[config.mk]
export PLATFORM = sky130hd
export DESIGN_NAME = quantized_maxpool2d
export DESIGN_NICKNAME = d
export VERILOG_FILES = /design/src/rtl/quantized_maxpool2d.sv
export SDC_FILE = /design/constraint.sdc
export NUM_CORES = 1
export LEC_CHECK = 0
export ABC_AREA = 1
export BUFFER_PORTS_ARGS = -buffer_cell sky130_fd_sc_hd__buf_2
export CORE_MARGIN = 2
export CORE_UTILIZATION = 56
export CTS_CLUSTER_DIAMETER = 120
export CTS_CLUSTER_SIZE = 14
export DETAILED_ROUTE_END_ITERATION = 8
export GPL_ROUTABILITY_DRIVEN = 0
export GPL_TIMING_DRIVEN = 1
export PLACE_DENSITY_LB_ADDON = 0.08
export SLEW_MARGIN = 10
export SYNTH_ARGS = -nofsm -noshare
export SYNTH_HDL_FRONTEND = slang
export SYNTH_SLANG_ARGS = --single-unit
export TNS_END_PERCENT = 20
[constraint.sdc]
create_clock -name clk -period 2.6 [get_ports clk]
set_input_delay 0.26 -clock clk [delete_from_list [all_inputs] [get_ports clk]]
set_output_delay 0.26 -clock clk [all_outputs]
set_load 0.03 [all_outputs]
[src/rtl/quantized_maxpool2d.sv]
// ---------------------------------------------------------------------------
// quantized_maxpool2d
//   Streaming 2x2 / stride-2 max-pool over a channel-major quint8 raster.
//   Inputs are post-ReLU codes sharing one scale/zero point, so the max of
//   the codes is the quantized max and no requantization is performed.
//
// Ports
//   clk          rising-edge clock
//   rst          synchronous active-high reset
//   start        one-cycle pulse: begin (or restart) a frame
//   in_data      quint8 pixel
//   in_valid     pixel qualifier
//   pool_result  pooled quint8 value (registered)
//   pool_valid   qualifies pool_result, one cycle per output
//   busy         high while a frame is being consumed
//   done         one-cycle pulse with the final pool_valid of a frame
//   overrun      sticky: a beat arrived while not busy
//
// Handshake: in_valid has no ready; a beat is accepted in any cycle where
// in_valid && (busy || start). pool_valid is a one-cycle strobe with no
// backpressure; pool_result is only meaningful while pool_valid is high.
// ---------------------------------------------------------------------------
module quantized_maxpool2d #(
  parameter int CHANNELS  = 128,
  parameter int IN_WIDTH  = 28,
  parameter int IN_HEIGHT = 28
) (
  input  logic       clk,
  input  logic       rst,
  input  logic       start,
  input  logic [7:0] in_data,
  input  logic       in_valid,
  output logic [7:0] pool_result,
  output logic       pool_valid,
  output logic       busy,
  output logic       done,
  output logic       overrun
);

  localparam int OUT_WIDTH  = IN_WIDTH / 2;
  localparam int OUT_HEIGHT = IN_HEIGHT / 2;

  localparam int CW = (IN_WIDTH  > 1) ? $clog2(IN_WIDTH)  : 1;
  localparam int RW = (IN_HEIGHT > 1) ? $clog2(IN_HEIGHT) : 1;
  localparam int HW = (CHANNELS  > 1) ? $clog2(CHANNELS)  : 1;
  localparam int LW = (OUT_WIDTH > 1) ? $clog2(OUT_WIDTH) : 1;

  localparam logic [CW-1:0] C_LAST      = CW'(IN_WIDTH - 1);
  localparam logic [RW-1:0] R_LAST      = RW'(IN_HEIGHT - 1);
  localparam logic [HW-1:0] CH_LAST     = HW'(CHANNELS - 1);
  // Last column/row that belongs to a pooled window (floor mode).
  localparam logic [CW-1:0] C_POOL_LAST = CW'(2 * OUT_WIDTH - 1);
  localparam logic [RW-1:0] R_POOL_LAST = RW'(2 * OUT_HEIGHT - 1);

  typedef enum logic {
    S_IDLE = 1'b0,
    S_RUN  = 1'b1
  } state_t;

  state_t        state;
  logic [CW-1:0] c;
  logic [RW-1:0] r;
  logic [HW-1:0] ch;
  logic [7:0]    h;
  logic [7:0]    lb [OUT_WIDTH];

  // Position of the beat presented this cycle; start forces it to (0,0,0)
  // so a beat coincident with start is taken as the first pixel.
  logic          accept;
  logic [CW-1:0] cur_c;
  logic [RW-1:0] cur_r;
  logic [HW-1:0] cur_ch;
  logic          col_in;
  logic          row_in;
  logic [LW-1:0] lb_idx;
  logic [7:0]    pair_max;
  logic [7:0]    lb_rd;
  logic [7:0]    win_max;
  logic          last_col;
  logic          last_row;
  logic          last_ch;
  logic          completes;
  logic          final_win;
  logic          frame_end;

  assign busy = (state == S_RUN);

  always_comb begin
    accept    = in_valid && (busy || start);
    cur_c     = start ? '0 : c;
    cur_r     = start ? '0 : r;
    cur_ch    = start ? '0 : ch;
    col_in    = (cur_c <= C_POOL_LAST);
    row_in    = (cur_r <= R_POOL_LAST);
    lb_idx    = LW'(cur_c >> 1);
    pair_max  = (in_data > h) ? in_data : h;
    lb_rd     = lb[lb_idx];
    win_max   = (lb_rd > pair_max) ? lb_rd : pair_max;
    last_col  = (cur_c == C_LAST);
    last_row  = (cur_r == R_LAST);
    last_ch   = (cur_ch == CH_LAST);
    completes = accept && col_in && row_in && cur_c[0] && cur_r[0];
    final_win = last_ch && (cur_c == C_POOL_LAST) && (cur_r == R_POOL_LAST);
    frame_end = accept && last_col && last_row && last_ch;
  end

  // Control, counters, hold register and registered outputs.
  always_ff @(posedge clk) begin
    if (rst) begin
      state       <= S_IDLE;
      c           <= '0;
      r           <= '0;
      ch          <= '0;
      h           <= '0;
      pool_result <= '0;
      pool_valid  <= 1'b0;
      done        <= 1'b0;
      overrun     <= 1'b0;
    end else begin
      pool_valid <= completes;
      done       <= completes && final_win;
      if (completes) begin
        pool_result <= win_max;
      end

      if (start) begin
        overrun <= 1'b0;
      end else if (in_valid && !busy) begin
        overrun <= 1'b1;
      end

      // Ending the frame wins over start so a one-beat frame still ends.
      if (frame_end) begin
        state <= S_IDLE;
      end else if (start) begin
        state <= S_RUN;
      end

      if (accept) begin
        if (last_col) begin
          c <= '0;
          if (last_row) begin
            r  <= '0;
            ch <= last_ch ? '0 : cur_ch + 1'b1;
          end else begin
            r  <= cur_r + 1'b1;
            ch <= cur_ch;
          end
        end else begin
          c  <= cur_c + 1'b1;
          r  <= cur_r;
          ch <= cur_ch;
        end
      end else if (start) begin
        c  <= '0;
        r  <= '0;
        ch <= '0;
      end

      // Even column of a pooled pair: remember the left pixel.
      if (accept && col_in && !cur_c[0]) begin
        h <= in_data;
      end
    end
  end

  // Line buffer holds the even-row pair maxima. It is never cleared: every
  // even row rewrites all entries before the following odd row reads them.
  always_ff @(posedge clk) begin
    if (accept && col_in && row_in && cur_c[0] && !cur_r[0]) begin
      lb[lb_idx] <= pair_max;
    end
  end

endmodule

==> impl_metrics.env <==
export IMPL_layout_setup_ws_ps=-152.4
export IMPL_fin_setup_tns_ps=-1119
export IMPL_worst_r2r_endpoint="pool_result[4]"
export IMPL_post_synth_fa_ha_maj_area_fraction_pct=3.368
export IMPL_dieWidth_um=116.3
export IMPL_grt_ovfl_total=0
export IMPL_cpMaxStageDelayCell="dfxtp_2"
export IMPL_die_height_um=116.3
export IMPL_synthMuxAreaShare_pct=0
export IMPL_slew_viol_final=0
export IMPL_dp_cells=1054
export IMPL_worst_slew_pin_slew_ps=658.4
export IMPL_instances_no_fill=1101
export IMPL_synth_top_family_by_area="simple AND/OR/NAND/NOR gates"
export IMPL_io_pins=24
export IMPL_synth_cell_types=34
export IMPL_status="finished with violations"
export IMPL_crit_start="h[7]"
export IMPL_max_freq_ghz=0.3633
export IMPL_vias=5992
export IMPL_p_leak_nw=4.040
export IMPL_fin_crit_ps=2752
export IMPL_cts_root_buf="clkbuf_16"
export IMPL_critPathMaxFanout=8
export IMPL_pwr_density_cell_mw_per_mm2=662.8
export IMPL_syn_inst=789
export IMPL_peakVddDrop_mv=0.5283
export IMPL_hold_slack_ps=155.2
export IMPL_cp_slowest_stage_delay_ps=330
export IMPL_synthSimpleGateAreaFrac_pct=26.34
export IMPL_ys_warn_count=0
export IMPL_synth_area_per_cell_um2=8.946
export IMPL_cts_tree="done"
export IMPL_clk_latency_ps=430
export IMPL_antenna_found_initial=0
export IMPL_grt_pass1_wl_mm=28.26
export IMPL_path_class="reg -> reg"
export IMPL_initial_utilization_pct=56.62
export IMPL_synth_seq_cells=149
export IMPL_dpl_hpwl_mm=12.04
export IMPL_layout_nets=947
export IMPL_cts_htree_levels=4
export IMPL_crit_cells=19
export IMPL_drv_cap=0
export IMPL_synth_xor_area_share_pct=0.2482
export IMPL_rows=41
export IMPL_post_drt_wl_per_cell_um=17.93
export IMPL_fin_crit_sh_pct=105.9
export IMPL_worstPathCellList="inv_2 -> ha_4 -> a21o_1 -> nor2_2 -> nand2_4 -> buf_4 -> nand3b_1 -> nand2_2 -> ha_4 -> nand2_1 -> nand2_1 -> nand2_1 -> nand2_1 -> nand2_2 -> a21oi_4 -> nand2_1 -> nand3_2 -> nand2_1 -> inv_1"
export IMPL_worstRegToRegCells=19
export IMPL_clk_pin_slew_ps=70
export IMPL_hold_viol_final=0
export IMPL_relSlewSlack_pct=55.99
export IMPL_reg2reg_slack_ps=-150
export IMPL_ant_nets=0
export IMPL_first_global_vias=5711
export IMPL_fin_skew_ps=6.015
export IMPL_viasPerCell=5.442
export IMPL_ctsHoldBuffers=0
export IMPL_cts_buffer_depth=2
export IMPL_first_pass_iters=5
export IMPL_port_buffers=23
export IMPL_syn_nets=820
export IMPL_track_usage_pct=28.38
export IMPL_cp_top_family="simple AND/OR/NAND/NOR gates"
export IMPL_r2r_start="h[7]"
export IMPL_rsz0062_at_grt="yes"
export IMPL_final_util_pct=74.91
export IMPL_critPathRequiredTime_ps=2980
export IMPL_placedInstanceArea_mm2=0.008051
export IMPL_grt_max_degree=22
export IMPL_drt_iter0_markers=496
export IMPL_yosysSeqAreaShare_pct=58.15
export IMPL_diodes=0
export IMPL_cp_start_kind="flop"
export IMPL_hold_path_class="in -> reg"
export IMPL_crit_top_cell="nand2_1"
export IMPL_endpoint_kind="flop"
export IMPL_arrival_ps=3130
export IMPL_drc=0
export IMPL_power_total_mw=6.189
export IMPL_synth_compound_area_share_pct=5.070
export IMPL_design_core_area_mm2=0.01247
export IMPL_place_ws_ps=-174.1
export IMPL_critical_path_endpoint="pool_result[4]"
export IMPL_cp_buffers_inverters=3
export IMPL_routed_wl_mm=19.74
export IMPL_die_area_mm2=0.01352
export IMPL_setup_viol=8
export IMPL_cts_buffers=17
export IMPL_syn2layout_area_growth_pct=32.30
export IMPL_drive_gt1_share_pct=28.63
export IMPL_violations="negative setup slack"
export IMPL_numClockSinks=149
export IMPL_synth_cell_area_mm2=0.007058
export IMPL_fin_area_mm2=0.009338
-- cell families (layout without fill, tap and decap cells) --
kind of cell               Yosys count  count (layout)
and+or+nand+nor                    437             437
DFF                                149             149
buffers and inverters              113             253
AOI/OAI and AO/OA                   69              69
adders and majority gates           19              19
xor gates and xnor gates             2               2
-- worst register-to-register path, cell delays in order, from the launching register on --
cell,delay (ps)
dfxtp_2,330
inv_2,40
ha_4,240
a21o_1,190
nor2_2,160
nand2_4,110
buf_4,150
nand3b_1,130
nand2_2,120
ha_4,290
nand2_1,60
nand2_1,70
nand2_1,50
nand2_1,90
nand2_2,100
a21oi_4,260
nand2_1,140
nand3_2,90
nand2_1,50
inv_1,40
-- cells in the final DEF, fill, tap and decap left out, types with 2 or more instances in the layout --
cell,n
o21ai_1,4
nand3_2,19
o21ai_0,18
nand4_1,6
clkinvlp_4,2
nor2_2,7
dfxtp_2,6
buf_12,7
bufbuf_16,2
inv_2,7
nor2_4,5
nand2_4,14
and2_1,2
nand2_1,236
a21oi_2,3
nand3b_1,4
nand3_1,66
a21o_1,2
inv_1,81
ha_1,5
edfxtp_1,112
buf_2,23
clkbuf_16,18
nor3_1,6
inv_6,8
nor2_1,47
bufinv_16,2
nand2_2,20
dfxtp_1,31
xor2_1,2
buf_6,5
a21oi_1,37
buf_4,93
ha_4,14
nand2_8,2
-- power by group --
group,internal (mW),switching (mW)
clock network,1.45,1.08
logic,0.393,0.598
registers,2.66,0.00681
total,4.50,1.69
-- Yosys cell counts --
master    number  share of area (%)
a21o_1         2               0.21
a21oi_1       41                2.9
a22oi_1        1               0.11
and2_1         3               0.27
buf_1          2               0.11
buf_2         11               0.78
buf_4          3               0.32
buf_6          4               0.64
clkbuf_1       3               0.16
clkinv_1       1              0.053
dfxtp_1       37                 10
edfxtp_1     112                 48
ha_1          19                3.4
inv_1         86                4.6
inv_2          2               0.11
inv_4          1              0.089
nand2_1      267                 14
nand2_2        2               0.18
nand2_4        3               0.48
nand3_1       84                6.0
nand3_2        1               0.14
nand3b_1       4               0.43
nand4_1        6               0.53
nor2_1        53                2.8
nor2_2         4               0.35
nor2_4         2               0.32
nor3_1         6               0.43
nor3_2         1               0.14
nor3b_1        1               0.11
o21ai_0       18                1.3
o21ai_1        5               0.35
o21ai_2        1               0.12
o22ai_1        1              0.089
xor2_1         2               0.25
-- cell type report --
class / count / area, um^2
well taps: 172 / 215.2
clock buffers: 17 / 425.4
fillers: 841 / 3128
flip-flops and latches: 149 / 4111
repair buffers: 131 / 1100
multi-input cells: 527 / 2964
clock inverters: 15 / 181.4
inverters: 90 / 340.3
-- worst min-delay path by stage --
stage	start	to	cells after the start
after floorplan	rst	pool_result[3]	3
after global routing	in_valid	overrun	3
after detailed placement	ch[6]	ch[6]	2
after global placement	r[4]	r[4]	2
final	in_valid	overrun	3
after CTS	in_data[0]	h[0]	3
-- flip-flops by register name, summed over array words and instances (netlist names) --
name         flops
c                5
ch               7
lb             112
h                8
r                5
busy             1
done             1
pool_valid       1
pool_result      8
overrun          1
-- layer usage --
metal	GRT usage [%]	wire (um)	up-vias	part of all wire [%]
li1	-	-	2853	-
met3	5.034	1173	74	5.9
met5	0	0	-	0
met4	16.35	1035	0	5.2
met2	46.78	9509	268	48
met1	35.40	8026	2797	41
-- repair_timing --
item,4_1_cts,5_1_grt
hold endpoints to repair,0,0
resized for setup,37,73
buffers inserted,2,9
pin swaps,16,40
cloned,2,2
endpoints found under the setup margin,8,23
No activity file was read; power rests on OpenSTA's default activity.
